[src/rtl/seq_mult_pkg.sv]
// rtl/seq_mult_pkg.sv - shared constants and state type for the shift-add multiplier
package seq_mult_pkg;

  localparam int DATA_WIDTH_DEFAULT = 8;

  typedef enum logic [1:0] {
    IDLE   = 2'd0,
    RUN    = 2'd1,
    FINISH = 2'd2
  } mult_state_t;

endpackage

[src/rtl/seq_mult_ctrl.sv]
// rtl/seq_mult_ctrl.sv - FSM and iteration counter sequencing load, shift and finish
module seq_mult_ctrl
  import seq_mult_pkg::*;
#(
  parameter int DATA_WIDTH = DATA_WIDTH_DEFAULT
) (
  input  logic clk,
  input  logic rst_b,
  input  logic start,
  output logic load,
  output logic shift,
  output logic finish,
  output logic rdy,
  output logic done
);

  localparam int CW = $clog2(DATA_WIDTH + 1);

  mult_state_t   state;
  logic [CW-1:0] cnt;

  assign load   = (state == IDLE) && start;
  assign shift  = (state == RUN);
  assign finish = (state == FINISH);

  // rdy is registered alongside state so it mirrors state == IDLE without a decode path
  always_ff @(posedge clk or negedge rst_b) begin
    if (!rst_b) begin
      state <= IDLE;
      cnt   <= '0;
      rdy   <= 1'b1;
      done  <= 1'b0;
    end else begin
      done <= 1'b0;
      case (state)
        IDLE: begin
          if (start) begin
            state <= RUN;
            cnt   <= CW'(DATA_WIDTH);
            rdy   <= 1'b0;
          end
        end
        RUN: begin
          cnt <= cnt - 1'b1;
          if (cnt == CW'(1)) state <= FINISH;
        end
        FINISH: begin
          state <= IDLE;
          done  <= 1'b1;
          rdy   <= 1'b1;
        end
        default: begin
          state <= IDLE;
          rdy   <= 1'b1;
        end
      endcase
    end
  end

endmodule

[src/rtl/seq_mult_sa.sv]
// rtl/seq_mult_sa.sv - sequential shift-add multiplier, signed or unsigned per operation
module seq_mult_sa
  import seq_mult_pkg::*;
#(
  parameter int DATA_WIDTH = DATA_WIDTH_DEFAULT
) (
  input  logic                    clk,
  input  logic                    rst_b,
  input  logic                    start,
  input  logic                    signed_mode,
  input  logic [DATA_WIDTH-1:0]   A,
  input  logic [DATA_WIDTH-1:0]   B,
  output logic                    rdy,
  output logic                    done,
  output logic [2*DATA_WIDTH-1:0] P
);

  localparam int W = DATA_WIDTH;

  logic           load;
  logic           shift;
  logic           finish;
  logic [W-1:0]   ma;
  logic [W:0]     acc;
  logic [W-1:0]   mq;
  logic           sgn;
  logic [W-1:0]   a_mag;
  logic [W-1:0]   b_mag;
  logic [W:0]     sum;
  logic [2*W-1:0] mag;
  logic [2*W-1:0] p_next;

  seq_mult_ctrl #(.DATA_WIDTH(W)) u_ctrl (
    .clk    (clk),
    .rst_b  (rst_b),
    .start  (start),
    .load   (load),
    .shift  (shift),
    .finish (finish),
    .rdy    (rdy),
    .done   (done)
  );

  // Magnitudes are taken as unsigned W-bit values so -2^(W-1) maps to 2^(W-1) exactly
  assign a_mag  = (signed_mode && A[W-1]) ? (~A + 1'b1) : A;
  assign b_mag  = (signed_mode && B[W-1]) ? (~B + 1'b1) : B;
  assign sum    = acc + (mq[0] ? {1'b0, ma} : '0);
  assign mag    = {acc[W-1:0], mq};
  assign p_next = sgn ? (~mag + 1'b1) : mag;

  always_ff @(posedge clk or negedge rst_b) begin
    if (!rst_b) begin
      ma  <= '0;
      acc <= '0;
      mq  <= '0;
      sgn <= 1'b0;
      P   <= '0;
    end else begin
      if (load) begin
        ma  <= a_mag;
        mq  <= b_mag;
        acc <= '0;
        sgn <= signed_mode & (A[W-1] ^ B[W-1]);
      end else if (shift) begin
        {acc, mq} <= {sum, mq} >> 1;
      end
      if (finish) P <= p_next;
    end
  end

endmodule
[config.mk]
export PLATFORM = sky130hd
export DESIGN_NAME = seq_mult_sa
export DESIGN_NICKNAME = d
export VERILOG_FILES = /design/src/rtl/seq_mult_pkg.sv /design/src/rtl/seq_mult_ctrl.sv /design/src/rtl/seq_mult_sa.sv
export SDC_FILE = /design/constraint.sdc
export NUM_CORES = 1
export LEC_CHECK = 0
export BUFFER_PORTS_ARGS = -buffer_cell sky130_fd_sc_hd__buf_2
export CAP_MARGIN = 20
export CELL_PAD_IN_SITES_DETAIL_PLACEMENT = 1
export CELL_PAD_IN_SITES_GLOBAL_PLACEMENT = 1
export CORE_ASPECT_RATIO = 0.75
export CORE_UTILIZATION = 40
export DETAILED_ROUTE_END_ITERATION = 6
export PLACE_DENSITY = 0.8
export SLEW_MARGIN = 20
export SYNTH_ARGS = -nofsm -noshare
export SYNTH_HDL_FRONTEND = slang
export SYNTH_SLANG_ARGS = --single-unit
export TNS_END_PERCENT = 50
[constraint.sdc]
create_clock -name clk -period 2.7 [get_ports clk]
set_input_delay 0 -clock clk [delete_from_list [all_inputs] [get_ports clk]]
set_output_delay 0 -clock clk [all_outputs]
set_load 0.05 [all_outputs]
==> impl_results.md, run 1 <==
* Skew-Pair Late Insertion Delay at about 300 ps
* Post-DP HPWL at 4.88 mm
* Die Y-Extent at 74.8 um
* NumNets Final at 384
* Share of layout cells above drive strength 1 at 15.4%
* Clock root buffer: clkbuf_8
* GR Overflow Total at 0
* Final ANT Viol Nets at 0
* Max Cap Viol at 0
* Source of the critical timing path: mq[0]$_DFFE_PN0P_
* FF+latch count, synth at approximately 50
* Starting Density at approximately two fifths
* DR WL/cell at 14.7 um
* Worst-path clk slew at ~90 ps
* Die Width at around 99 um
* Area grow syn2layout at 13.1%
* Finished Core Util at roughly 47%
* Critical Path RT at approximately 2900 ps
* Setup TNS at 0 ps
* Total number of vias at 2270
* Vias/cell at roughly 5.2
* Crit path kind: flop to flop
* Setup WS pre-CTS at 289 ps
* Max Freq at about 0.41 GHz
* Final WL at 6.39 mm
* Final Max Slew Viols at 0
* Seq/Total Area, Yosys at between 40% and 50%
* Detailed Route Iter0 Violations at 89
* LEAKAGE at 1.51 nW
* Total track usage at 19.5%
* Cts repair resizes at 0
* Final Instance Count excl. Fillers at approximately 440
* Failing checks: hold timing
* Drt first pass iters at 4
* Cells after Synth at 315
* Worst Setup End Kind: flop
* Worst Path Buf+Inv at 0
* Ports at 38
* RSZ-0062 raised after global routing: no
* # clock sinks at 49
* Tcrit/Tclk final at 89.5%
* Final setup fails at 0
* Final hold vios at 1
* First-pass GRT wire length at roughly 11 mm
* Diodes inserted at 0
* Num CTS Buffers at 5
* Reg2reg start: mq[0]$_DFFE_PN0P_
* Hold Buf Count CTS at 3
* Netlist Area Pre-Place at 0.00282 mm2
* Mapped Nets at 349
* Final hold slack at -4.47 ps
* DR DRC count at 0
* Postcts setup bufs at 0
* Commonest cells after routing, fill and taps aside: 50 x nand2_1, 48 x dfrtp_1, 36 x buf_2
* Startpoint Class: flop
* Vias in the first global route at 2282
* Maximum vdd drop at 348 uV
* Slew HR at 38.5%
* Crit-path cells: and2_1, ha_1, fa_1, a21o_1, a311o_1, a21oi_1, xor2_1, o21ai_1
* Placed Cells at 424
* Synthesized area per cell at 8.96 um2
* # port buffers at 37
* Slowest CP cell: dfrtp_1
* Crit path max-delay family: compound AO/OA/AOI/OAI gates
* Dominant synthesized flop cell: dfrtp_1
* CP Max Fanout at 11
* CTS H-tree lvls at 2
* CTS tree: done
* Pin count of the biggest net entering global routing at 50
* Slowest stage delay, CP at around 480 ps
* Final worst-path setup slack at 283 ps
* Final Wtd Congestion at 0.806
* Initial antenna violation count at 0
* Hold Path Class: primary input to flop
* Arr. time, crit path at 2580 ps
* Most common cell after layout, fill and taps aside: nand2_1
* Hold Crit Start: A[0]
* EDFF count, synth at 0
* Row cnt at 26
* Status: finished with violations
* Clk buf depth at 2
* Tmin final at 2420 ps
* YS warnings at 0
* Clk_skew at between 5 and 6 ps
* Post-synth ARST share at 100%
* Synth cell types at 39
* Least-Margin Pin Slew at 923 ps
* Die area at 0.00740 mm2
* Pwr dens at 1180 mW/mm2
* Core Region at 0.00683 mm2
[cells in the mapped netlist (2+ instances only)]
master / count / area [um2]
a211oi_1: 4 / 30.0
a21o_1: 2 / 15.0
a21oi_1: 10 / 50.1
a31oi_1: 6 / 37.5
and2_1: 11 / 68.8
clkbuf_1: 13 / 48.8
dfrtp_1: 48 / 1200
ha_1: 13 / 163
inv_1: 10 / 37.5
mux2i_1: 3 / 30.0
nand2_1: 50 / 188
nand2b_1: 3 / 18.8
nand3_1: 13 / 65.1
nor2_1: 22 / 82.6
nor2b_1: 2 / 12.5
nor3_1: 2 / 10.0
nor3b_1: 3 / 22.5
o21ai_0: 31 / 155
o21ai_1: 11 / 55.1
o31ai_1: 6 / 45.0
o41ai_1: 2 / 17.5
or3_1: 4 / 25.0
or4_4: 2 / 22.5
xnor2_1: 9 / 78.8
xor2_1: 21 / 184
[worst paths after layout]
| path | to | slack [ps] | depth (start not counted) |
|---|---|---|---|
| max in group asynchronous | acc[6]$_DFFE_PN0P_ | 2040 | 2 |
| hold reg to reg | P[4]$_DFFE_PN0P_ | 480 | 2 |
| hold / removal | ma[0]$_DFFE_PN0P_ | -4 | 3 |
| setup reg to reg | acc[5]$_DFFE_PN0P_ | 280 | 8 |
| setup / recovery | acc[5]$_DFFE_PN0P_ | 280 | 8 |
| min in group asynchronous | acc[3]$_DFFE_PN0P_ | 250 | 2 |
[registers in the layout (all words and copies together), names as in the netlist]
register      cells
P                16
u_ctrl.state      2
u_ctrl.done       1
sgn               1
u_ctrl.cnt        4
u_ctrl.rdy        1
mq                8
ma                8
acc               8
[power breakdown]
group	internal, mW	switching (mW)	leakage [nW]	total, mW
logic	0.667	1.25	0.860	1.92
registers	1.07	0.352	0.604	1.42
clock network	0.180	0.244	0.0450	0.424
[layer usage]
layer | GRT usage, % | up-vias | routed length, um
met3 | 4.09 | 6 | 265
met5 | 0 | - | 0
met2 | 31.4 | 52 | 2680
met4 | 4.64 | 0 | 49
met1 | 27.2 | 1058 | 3390
li1 | - | 1154 | -
[worst register-to-register path, cell delays in order, from the launching register on]
cell and delay [ps]:
dfrtp_1 480, and2_1 180, ha_1 220, fa_1 420, a21o_1 190, a311o_1 340, a21oi_1 200, xor2_1 170
o21ai_1 70
[kinds of logic after synthesis]
logic type,after synthesis,share of synthesized area [%]
xor gates and xnor gates,30,9.30
buffers and inverters,24,3.19
adders and majority gates,14,6.47
muxes,3,1.06
AOI/OAI and AO/OA,80,17.1
DFF,49,43.5
and+or+nand+nor,115,19.5
[final cells by class]
class                   instances  area, um2
clock buffers                   6       72.6
well taps                      84        105
flip-flops and latches         49       1230
inverters                      10       37.5
multi-input cells             242       1510
clock inverters                 2       10.0
fillers                       833       3640
repair buffers                 42        233
[through the flow]
step / instance area, um2 / hold WS (ps) / total power, mW
2_1_floorplan: 2820 / -296 / 2.83
5_1_grt: 3190 / 12.8 / 4.11
4_1_cts: 3190 / 0.198 / 3.80
3_5_place_dp: 3080 / 278 / 3.37
6_report: 3190 / -4.47 / 3.76
3_3_place_gp: 3080 / 264 / 3.27
No activity file was read; power rests on OpenSTA's default activity.
==> inputs of run 2 (changes only) <==
Settings changed: CORE_UTILIZATION 40 to 44, GPL_ROUTABILITY_DRIVEN from default to 0, PLACE_DENSITY 0.8 to 0.86.
==> impl_results.md, run 2 (synthesized netlist as in run 1, its figures left out) <==
* Status: finished clean
* Final WL at 6.58 mm (+3.0%)
* CTS tree: done
* Placed Cells at 418 (-1.4%)
* Die Width at 94.5 um (-4.6%)
* GR Overflow Total at 0 (unchanged)
* Setup WS pre-CTS at 277 ps (-12.7 ps)
* Core Region at 0.00601 mm2 (-12%)
* Total track usage at 22.1% (+2.7 points)
* Worst R2R End: acc[5]$_DFFE_PN0P_
* Starting Density at 47.0% (+5.7 points)
* Area grow syn2layout at 13.4%
* Reg2reg start: mq[0]$_DFFE_PN0P_
* Slowest CP cell: dfrtp_1
* Postcts setup bufs at 0 (unchanged)
* CP Max Fanout at 11 (unchanged)
* DR DRC count at 0 (unchanged)
* Vias/cell at 5.38 (+3.1%)
* Clk buf depth at 2 (unchanged)
* Critical Path RT at 2850 ps (about the same)
* # clock sinks at 49 (unchanged)
* Tcrit/Tclk final at 90.5% (+0.97 points)
* Max Cap Viol at 0 (unchanged)
* Maximum vdd drop at 370 uV (+6.2%)
* First-pass GRT wire length at 11.4 mm (+2.3%)
* Overall Power at 3.84 mW (+2.1%)
* Pwr dens at 1200 mW/mm2 (+1.8%)
* Ports at 38 (unchanged)
* Die area at 0.00675 mm2 (-8.9%)
* Drt first pass iters at 4 (unchanged)
* Detailed Route Iter0 Violations at 88 (-1.1%)
* Skew-Pair Late Insertion Delay at 300 ps (about the same)
* Final Instance Count excl. Fillers at 429 (-1.4%)
* Hold Path Class: primary input to flop
* Critical Path End: acc[5]$_DFFE_PN0P_
* Worst reg-to-reg setup slack at 260 ps (-30 ps)
* Least-Margin Pin Slew at 1010 ps (+86.7 ps)
* Diodes inserted at 0 (unchanged)
* NumNets Final at 384 (unchanged)
* Worst Setup End Kind: flop
* DR WL/cell at 15.3 um (+4.4%)
* Tmin final at 2440 ps (+26.3 ps)
* Final Max Slew Viols at 0 (unchanged)
* # port buffers at 37 (unchanged)
* Multi-input gate area at 0.00151 mm2 (-0.17%)
* Crit path kind: flop to flop
* Startpoint Class: flop
* LEAKAGE at 1.52 nW (+0.56%)
* Max reg flops at 16 (unchanged)
* Crit-path cells: and2_1, ha_1, fa_1, a21o_1, a311o_1, a21oi_1, xor2_1, o21ai_1
* Num CTS Buffers at 5 (unchanged)
* Share of layout cells above drive strength 1 at 15.4% (unchanged)
* Initial antenna violation count at 0 (unchanged)
* Vias in the first global route at 2409 (+5.6%)
* Setup TNS at 0 ps (unchanged)
* RSZ-0062 raised after global routing: no
* Clock root buffer: clkbuf_8
* Filler Cell Count at 714 (-14%)
* FF/Latch Area at 0.00123 mm2 (unchanged)
* Slew HR at 32.7% (-5.8 points)
* Final ANT Viol Nets at 0 (unchanged)
* CTS H-tree lvls at 2 (unchanged)
* Source of the critical timing path: mq[0]$_DFFE_PN0P_
* Final hold vios at 0 (-1)
* Final worst-path setup slack at 256 ps (-26.3 ps)
* Row cnt at 24 (-7.7%)
* Hold Crit Start: A[6]
* Die Y-Extent at 71.4 um (-4.5%)
* Largest Register: P
* Most common cell after layout, fill and taps aside: nand2_1
* Pin count of the biggest net entering global routing at 50 (unchanged)
* Worst-path clk slew at 90 ps (about the same)
* Max Freq at 0.409 GHz (-1.1%)
* Commonest cells after routing, fill and taps aside: 50 x nand2_1, 48 x dfrtp_1, 36 x buf_2
* Post-DP HPWL at 4.89 mm (+0.29%)
* Reg2Reg Depth at 8 (unchanged)
* Finished Core Util at 53.3% (+6.6 points)
* Clk_skew at 4.92 ps (-0.649 ps)
* Slowest stage delay, CP at 480 ps (about the same)
* Arr. time, crit path at 2600 ps (+20 ps)
* Total number of vias at 2309 (+1.7%)
* Final setup fails at 0 (unchanged)
run 2: layer usage:
layer | global-route usage, % | up-vias | share of wire (%)
met5 | 0 | - | 0
met1 | 30.4 | 1094 | 51
met2 | 35.9 | 53 | 44
li1 | - | 1157 | -
met4 | 5.05 | 0 | 1.0
met3 | 4.99 | 5 | 4.0
run 2: repair_timing:
action	in CTS	in global routing
resized for setup	0	0
hold buffers	3	0
hold endpoints to repair	50	0
run 2: worst min-delay path by stage:
stage,endpoint,slack [ps],cells past startpoint
after floorplan,P[0]$_DFFE_PN0P_,-300,0
after global placement,P[3]$_DFFE_PN0P_,260,1
after detailed placement,P[3]$_DFFE_PN0P_,260,1
after CTS,ma[6]$_DFFE_PN0P_,5,3
after global routing,ma[7]$_DFFE_PN0P_,10,4
final,ma[6]$_DFFE_PN0P_,5,3
run 2: stage by stage:
stage | cell area, um2 | hold slack [ps]
after floorplan | 2820 | -296
after global placement | 3070 | 256
after CTS | 3200 | 4.59
after detailed placement | 3070 | 263
final | 3200 | 5.25
after global routing | 3200 | 13.6
run 2: area by class of cell:
| class | count | area share [%] |
|---|---|---|
| multi-input combinational | 242 | 47.0 |
| sequential | 49 | 38.3 |
| timing repair buffer | 42 | 7.27 |
| tap | 78 | 3.05 |
| clock buffer | 7 | 3.01 |
| inverter | 10 | 1.17 |
| clock inverter | 1 | 0.156 |
run 2: power by group:
| part | total, mW | internal [mW] | switching (mW) |
|---|---|---|---|
| Combinational | 1.94 | 0.666 | 1.27 |
| Sequential | 1.43 | 1.07 | 0.359 |
| Clock | 0.478 | 0.232 | 0.246 |
run 2: worst max-delay path: cells and delay by family, from the launching register on:
kind,cells,cell delay (ps)
simple gates,1,190
fa+ha+maj,2,630
compound gates,4,820
xor+xnor,1,170
flops,1,480
==> inputs of run 3 (changes only) <==
Settings changed: CELL_PAD_IN_SITES_DETAIL_PLACEMENT 1 to default, CELL_PAD_IN_SITES_GLOBAL_PLACEMENT 1 to default, CORE_UTILIZATION 44 to 55, PLACE_DENSITY 0.86 to 0.83.
==> impl_results.md, run 3 (synthesized netlist as in run 1, its figures left out) <==
* Status: finished with violations
* Failing checks: DRC
* Placed Cells at 400 (-4.3%)
* RSZ-0062 raised after global routing: no
* Die Width at 84.7 um (-10%)
* Die area at 0.00543 mm2 (-20%)
* Pin count of the biggest net entering global routing at 50 (unchanged)
* Worst Setup End Kind: flop
* Slew HR at 36.1% (+3.4 points)
* NumNets Final at 387 (+0.78%)
* Least-Margin Pin Slew at 958 ps (-51.7 ps)
* Pwr dens at 1170 mW/mm2 (-2.5%)
* Hold Crit Start: A[6]
* Hold Path Class: primary input to flop
* Most common cell after layout, fill and taps aside: nand2_1
* Max reg flops at 16 (unchanged)
* Final worst-path setup slack at 283 ps (+26.9 ps)
* Filler Cell Count at 405 (-43%)
* Worst-path clk slew at 80 ps (about the same)
* LEAKAGE at 1.52 nW (+0.25%)
* Core Region at 0.00493 mm2 (-18%)
* CTS tree: done
* Largest Register: P
* Setup TNS at 0 ps (unchanged)
* Vias/cell at 5.52 (+2.5%)
* Crit-path cells: and2_1, ha_1, fa_1, a21o_1, a311o_1, a21oi_1, xor2_1, o21ai_1
* DR DRC count at 2 (+2)
* Commonest cells after routing, fill and taps aside: 50 x nand2_1, 48 x dfrtp_1, 36 x buf_2
* Setup WS pre-CTS at 302 ps (+25.8 ps)
* Cts repair resizes at 0 (unchanged)
* Slowest CP cell: dfrtp_1
* Final Instance Count excl. Fillers at 414 (-3.5%)
* # port buffers at 37 (unchanged)
* Arr. time, crit path at 2580 ps (-20 ps)
* Tcrit/Tclk final at 89.5% (-1.0 points)
* Tmin final at 2420 ps (-26.9 ps)
* Skew-Pair Late Insertion Delay at 300 ps (about the same)
* Vias in the first global route at 2140 (-11%)
* Slowest stage delay, CP at 470 ps (about the same)
* Final ANT Viol Nets at 0 (unchanged)
* Multi-input gate area at 0.00151 mm2 (unchanged)
* Final hold vios at 0 (unchanged)
* Num CTS Buffers at 5 (unchanged)
* Starting Density at 57.3% (+10 points)
* # clock sinks at 49 (unchanged)
* Crit path max-delay family: compound AO/OA/AOI/OAI gates
* Worst reg-to-reg setup slack at 280 ps (+30 ps)
* Maximum vdd drop at 362 uV (-2.1%)
* Switching Share at 48.1% (-0.80 points)
* Crit path kind: flop to flop
* Worst Path Buf+Inv at 0 (unchanged)
* Max Cap Viol at 0 (unchanged)
* CTS H-tree lvls at 2 (unchanged)
* Final Max Slew Viols at 0 (unchanged)
* Sequential share of power at 37.8% (+0.7 points)
* Clk buf depth at 2 (unchanged)
* Hold Crit Endpoint: ma[6]$_DFFE_PN0P_
* CP Depth at 8 (unchanged)
* CP Max Fanout at 11 (unchanged)
* GR Overflow Total at 0 (unchanged)
* Initial antenna violation count at 0 (unchanged)
* Overall Power at 3.74 mW (-2.6%)
* Area grow syn2layout at 13.3%
* Clk pwr share at 11.8% (-0.6 points)
* Share of layout cells above drive strength 1 at 14.7% (-0.70 points)
* Worst R2R End: acc[5]$_DFFE_PN0P_
* Critical Path RT at 2860 ps (about the same)
* Total track usage at 23.9% (+1.8 points)
* Power Internal at 1.94 mW (-1.1%)
* WHS Path Cells at 3 (unchanged)
* DR WL/cell at 14.0 um (-8.6%)
* Total number of vias at 2285 (-1.0%)
* Row cnt at 22 (-8.3%)
* Final hold slack at 8.17 ps (+2.91 ps)
* Clk_skew at 6.16 ps (+1.24 ps)
* Ports at 38 (unchanged)
* Post-DP HPWL at 4.39 mm (-10%)
* First-pass GRT wire length at 9.94 mm (-13%)
* Drt first pass iters at 7 (+3)
* Startpoint Class: flop
* Die Y-Extent at 64.1 um (-10%)
* Comb pwr share at 50.4% (about the same)
* Clock root buffer: clkbuf_8
* Max Freq at 0.414 GHz (+1.1%)
* Reg2reg start: mq[0]$_DFFE_PN0P_
* Sw Pwr at 1.80 mW (-4.2%)
* Final WL at 5.80 mm (-12%)
* Detailed Route Iter0 Violations at 142 (+61%)
* Diodes inserted at 0 (unchanged)
* Reg2Reg Depth at 8 (unchanged)
* Final setup fails at 0 (unchanged)
* FF/Latch Area at 0.00123 mm2 (unchanged)
run 3: cell count changes in the layout (fill, tap and decap cells not counted), sizes merged:
cell and delta:
dlygate4sd3 +3, clkbuf +1, clkinv -1
run 3: through the flow:
stage          utilization (%)  area, um2
2_1_floorplan                -       2820
3_3_place_gp              61.8       3050
3_5_place_dp              61.8       3050
4_1_cts                   64.9       3200
5_1_grt                   64.9       3200
6_report                  64.9       3200
run 3: power by group through the flow:
stage | logic (mW) | clock network (mW) | registers (mW)
5_1_grt | 2.11 | 0.482 | 1.47
3_3_place_gp | 1.82 | 0 | 1.40
2_1_floorplan | 1.12 | 0 | 1.71
3_5_place_dp | 1.89 | 0 | 1.43
6_report | 1.89 | 0.440 | 1.41
4_1_cts | 1.90 | 0.455 | 1.41
run 3: worst max path at each step:
stage	from	end	slack, ps
2_1_floorplan	mq[0]$_DFFE_PN0P_	acc[5]$_DFFE_PN0P_	400
3_3_place_gp	mq[0]$_DFFE_PN0P_	acc[5]$_DFFE_PN0P_	370
3_5_place_dp	mq[0]$_DFFE_PN0P_	acc[5]$_DFFE_PN0P_	300
4_1_cts	mq[0]$_DFFE_PN0P_	acc[5]$_DFFE_PN0P_	290
5_1_grt	mq[0]$_DFFE_PN0P_	acc[5]$_DFFE_PN0P_	120
6_report	mq[0]$_DFFE_PN0P_	acc[5]$_DFFE_PN0P_	280
run 3: cell type report:
| class | instances | share of cell area (%) |
|---|---|---|
| multi-input cells | 242 | 47.1 |
| flip-flops and latches | 49 | 38.4 |
| repair buffers | 45 | 8.21 |
| clock buffers | 8 | 2.82 |
| well taps | 60 | 2.35 |
| inverters | 10 | 1.17 |
run 3: layer usage:
metal	track usage [%]	part of all wire [%]
met5	0	0
met4	8.26	1.4
met3	5.43	5.2
met1	31.8	47
met2	38.8	46
run 3: worst min-delay path, cell delays in order:
cell	delay [ps]
buf_2	100
xnor2_1	110
o21ai_0	70
run 3: repair_timing:
item                                   4_1_cts  5_1_grt
buffers inserted                             0        0
endpoints found under the hold margin       53        0
hold buffers                                 6        0
